<file path="src/rtl/nbit_serial_subtractor.sv">
// Bit-serial N-bit subtractor: diff = A - B - bin, one bit per clock, LSB first.
// A single full-subtractor cell works on the low bits of the operand shift
// registers, and the borrow is held in a register between bits.
//
// Handshake: start is sampled only in IDLE. busy is high for exactly N cycles
// while bits are processed. done is a one-cycle pulse, and diff/bout/ovf are
// valid from that cycle until the next completion. start is ignored while busy
// or done is high.
module nbit_serial_subtractor #(
  parameter int N = 4
) (
  input  logic         clk,
  input  logic         rst,
  input  logic         start,
  input  logic [N-1:0] A,
  input  logic [N-1:0] B,
  input  logic         bin,
  output logic         busy,
  output logic         done,
  output logic [N-1:0] diff,
  output logic         bout,
  output logic         ovf
);

  localparam int CW = $clog2(N);
  localparam logic [CW-1:0] LAST = CW'(N - 1);

  typedef enum logic [1:0] {
    IDLE  = 2'd0,
    SHIFT = 2'd1,
    DONE  = 2'd2
  } state_t;

  state_t        state;
  logic [N-1:0]  a_sr;
  logic [N-1:0]  b_sr;
  logic [N-1:0]  r_sr;
  logic          br;
  logic [CW-1:0] cnt;

  logic d;
  logic br_next;

  // Full-subtractor cell on the current bit.
  assign d       = a_sr[0] ^ b_sr[0] ^ br;
  assign br_next = (~a_sr[0] & b_sr[0]) | (~a_sr[0] & br) | (b_sr[0] & br);

  // Control FSM and datapath. Results are committed only on the final bit,
  // so diff/bout/ovf stay stable throughout SHIFT.
  always_ff @(posedge clk or posedge rst) begin
    if (rst) begin
      state <= IDLE;
      a_sr  <= '0;
      b_sr  <= '0;
      r_sr  <= '0;
      br    <= 1'b0;
      cnt   <= '0;
      busy  <= 1'b0;
      done  <= 1'b0;
      diff  <= '0;
      bout  <= 1'b0;
      ovf   <= 1'b0;
    end else begin
      case (state)
        IDLE: begin
          done <= 1'b0;
          if (start) begin
            a_sr  <= A;
            b_sr  <= B;
            br    <= bin;
            cnt   <= '0;
            busy  <= 1'b1;
            state <= SHIFT;
          end
        end
        SHIFT: begin
          r_sr <= {d, r_sr[N-1:1]};
          a_sr <= a_sr >> 1;
          b_sr <= b_sr >> 1;
          br   <= br_next;
          cnt  <= cnt + 1'b1;
          if (cnt == LAST) begin
            // br here is the borrow into the MSB, br_next the borrow out of it.
            diff  <= {d, r_sr[N-1:1]};
            bout  <= br_next;
            ovf   <= br ^ br_next;
            busy  <= 1'b0;
            done  <= 1'b1;
            state <= DONE;
          end
        end
        DONE: begin
          done  <= 1'b0;
          state <= IDLE;
        end
        default: begin
          busy  <= 1'b0;
          done  <= 1'b0;
          state <= IDLE;
        end
      endcase
    end
  end

endmodule

</file>
<file path="config.mk">
export PLATFORM = sky130hd
export DESIGN_NAME = nbit_serial_subtractor
export DESIGN_NICKNAME = d
export VERILOG_FILES = /design/src/rtl/nbit_serial_subtractor.sv
export SDC_FILE = /design/constraint.sdc
export NUM_CORES = 1
export LEC_CHECK = 0
export ABC_AREA = 1
export CAP_MARGIN = 20
export CORE_AREA = 8 8 68 56
export CTS_BUF_LIST = sky130_fd_sc_hd__clkbuf_2 sky130_fd_sc_hd__clkbuf_4 sky130_fd_sc_hd__clkbuf_8
export CTS_CLUSTER_SIZE = 10
export DETAILED_ROUTE_END_ITERATION = 8
export DIE_AREA = 0 0 76 64
export PLACE_DENSITY = 0.71
export SLEW_MARGIN = 40
export SYNTH_ARGS = -nofsm -noshare
export SYNTH_HDL_FRONTEND = slang
export SYNTH_SLANG_ARGS = --single-unit
</file>
<file path="constraint.sdc">
create_clock -name clk -period 1.32 [get_ports clk]
set_input_delay 0.33 -clock clk [delete_from_list [all_inputs] [get_ports clk]]
set_output_delay 0.33 -clock clk [all_outputs]
set_load 0.005 [all_outputs]
</file>
==> flow_summary.toml <==
[setup_path]
rr_startpoint = "a_sr[0]$_DFFE_PP0P_"
startpoint = "diff[2]$_DFFE_PP0P_"
path_delay_family = "flip-flops"
worstPathMaxFanout = 2
r2r_slack_ns = 0.10
cp-end-kind = "primary output"
cp_slowest_cell = "dfrtp_1"
r2r_end = "br$_DFFE_PP0P_"
endpoint = "diff[2]"
reg2reg_depth = 6
path_cells = "clkdlybuf4s15_1"
required_ns = 0.99
cp.arrival_ns = 0.92
crit_buf_inv = 1
max_stage_delay_ns = 0.40
setup.worst_path.class = "reg2out"
start_kind = "flop"
cp.depth = 1

[place]
gp_congestion = 0.791
dpl.hpwl_mm = 1.64
placed_area_um2 = 1450
port_buffers = 19

[synthesis]
ys_seq_elements = 24
synth_area_um2 = 1160
synthCells = 134
synth-warning-count = 0
synth_area_leader_cell = "dfrtp_1"
synthTopCellsByArea = "dfrtp_1, nand2_1, inv_1, nand3_2, nand3_1"
syn_nets = 148
synth_top_cells_by_count = "nand2_1, dfrtp_1, inv_1"
synthArstFlopShare_pct = 100
ys_seq_area_share_pct = 51.6
synth_edf_count = 0
synth_top_area_share_pct = 51.6
syn_avg_cell_area_um2 = 8.69
yosysUniqueCellTypes = 19
ys.flop_type = "dfrtp_1"
yosysMostFrequentCell = "nand2_1"

[drt]
viasPerCell = 4.40
dr.pass1.iters = 4
num_vias = 910
ant_nets = 0
wl_mm = 2.24
drcViolationCount = 0
post_drt_wl_per_cell_um = 10.8
dr.first_iter.drc_count = 36

[floorplanning]
core-area_um2 = 2740
chipWidth_um = 76
std_cell_rows = 17
ios = 20
dieHeight_um = 64
initial_utilization_pct = 42.5
die_area_um2 = 4860

[global_route]
grt_max_degree = 25
antenna_found_initial = 0
gr-total-overflow = 0
grt_pass1_wl_mm = 4.02
grt_pass1_vias = 936
grt.total_usage_pct = 10.1

[sta]
rsz0062_at_grt = "false"
clock_skew_ns = 0.00588
final_hold_viol_count = 0
slew_viol_final = 0
maxSlewHeadroom_pct = 86.7
fin_crit_sh_pct = 94.9
fmax_mhz = 798
final-setup-viol-count = 0
timing.final.crit_period_ns = 1.25
tightestPinTransition_ns = 0.200
hold_ws_ns = 0.329
fin_setup_tns_ns = 0

[power_and_ir_drop]
power.density_nw_per_um2 = 2270
internal_power_mw = 2.14
power_leakage_nw = 0.822
seq_power_share_pct = 36.9
power_switching_share_pct = 39.2
power_switching_mw = 1.38
vdd_ir_drop_max_mv = 0.822
comb_power_share_pct = 52.0
pwr-share-clk_pct = 11.0

[final_layout]
diodes = 0
finish.utilization_pct = 56.6
syn2layout_area_growth_pct = 33.3
fin_area_um2 = 1550
layout.nets = 184
drive_gt1_share_pct = 21.9

[hold_path]
min_path_type = "in2async"

[clock_tree]
cts.reportedPaths.clkPinSlew_ns = 0.13
clk-insertion-delay-late_ns = 0.32
ctsRootBufferMaster = "clkbuf_4"
cts.sinks = 24
cts_tree = "yes"
clock_path_buffers = 2
htreeDepth = 1
cts_made_buffers = 3

[flow_run]
max-cap-violations = 0

[status]
status = "completed"
==> sequential cells by signal, indices dropped and copies added (netlist names) <==
signal and flops:
cnt 2, r_sr 3, bout 1, done 1, br 1, state 2, ovf 1, busy 1
b_sr 4, diff 4, a_sr 4
==> stage by stage <==
stage | std cells | worst slack [ns] | power (mW)
after floorplan | 134 | 0.123 | 2.45
after global placement | 195 | -0.0354 | 2.99
after detailed placement | 195 | -0.0729 | 3.05
after CTS | 204 | 0.000569 | 3.48
after global routing | 207 | 0.0194 | 3.87
final | 207 | 0.0676 | 3.53
==> how the worst min path moves through the flow <==
stage / endpoint / cells past startpoint
finish: ovf$_DFFE_PP0P_ / 3
global route: r_sr[2]$_DFFE_PP0P_ / 3
CTS: ovf$_DFFE_PP0P_ / 3
detailed placement: diff[0]$_DFFE_PP0P_ / 2
global placement: diff[0]$_DFFE_PP0P_ / 2
floorplan: a_sr[0]$_DFFE_PP0P_ / 1
==> routing by layer <==
layer / part of all wire [%] / vias up / wire (um) / GRT usage, %
met5: 0 / - / 0 / 0
met2: 45 / 22 / 1010 / 16.8
met4: 1.8 / 0 / 41 / 5.12
met1: 48 / 404 / 1070 / 11.5
li1: - / 479 / - / -
met3: 5.6 / 5 / 126 / 3.21
==> area by class of cell <==
type	instances	area, um2
timing repair buffer	34	328
tap	38	47.5
fill	244	1190
clock buffer	4	36.3
sequential	24	601
inverter	25	93.8
multi-input combinational	82	447
==> power by group through the flow <==
| stage | combinational, mW | clock (mW) | sequential (mW) |
|---|---|---|---|
| floorplan | 1.17 | 0 | 1.28 |
| global placement | 1.69 | 0 | 1.31 |
| detailed placement | 1.72 | 0 | 1.32 |
| CTS | 1.77 | 0.410 | 1.30 |
| global route | 2.10 | 0.425 | 1.35 |
| finish | 1.84 | 0.388 | 1.30 |
==> placed cells by master, fill, tap and decap left out, types with 2 or more instances in the layout <==
master | synthesis | routed
clkbuf_4 | 0 | 3
o21ai_1 | 4 | 4
inv_1 | 22 | 22
dfrtp_1 | 24 | 24
nor2_1 | 6 | 6
clkdlybuf4s50_1 | 0 | 11
nand2_1 | 43 | 43
nand3_1 | 7 | 7
o21ai_2 | 2 | 2
inv_2 | 3 | 3
buf_12 | 0 | 2
o21ai_0 | 5 | 5
buf_4 | 2 | 13
clkdlybuf4s15_1 | 0 | 8
nand2_2 | 2 | 2
nand3_2 | 7 | 7
==> logic make-up after synthesis <==
kind of cell / Yosys count / synth area share, %
XOR/XNOR: 1 / 0.752
AND/OR/NAND/NOR: 67 / 27.8
adder cells (fa/ha/maj): 2 / 2.79
AO/OA/AOI/OAI: 12 / 6.77
buffers and inverters: 28 / 10.3
flip-flops: 24 / 51.6
==> repair_timing <==
action,in CTS,in global routing
pin swaps,0,0
setup endpoints to repair,8,5
hold buffers,0,0
buffers inserted,5,3
gates resized for setup,13,4
(Power assumes the default switching activity.)
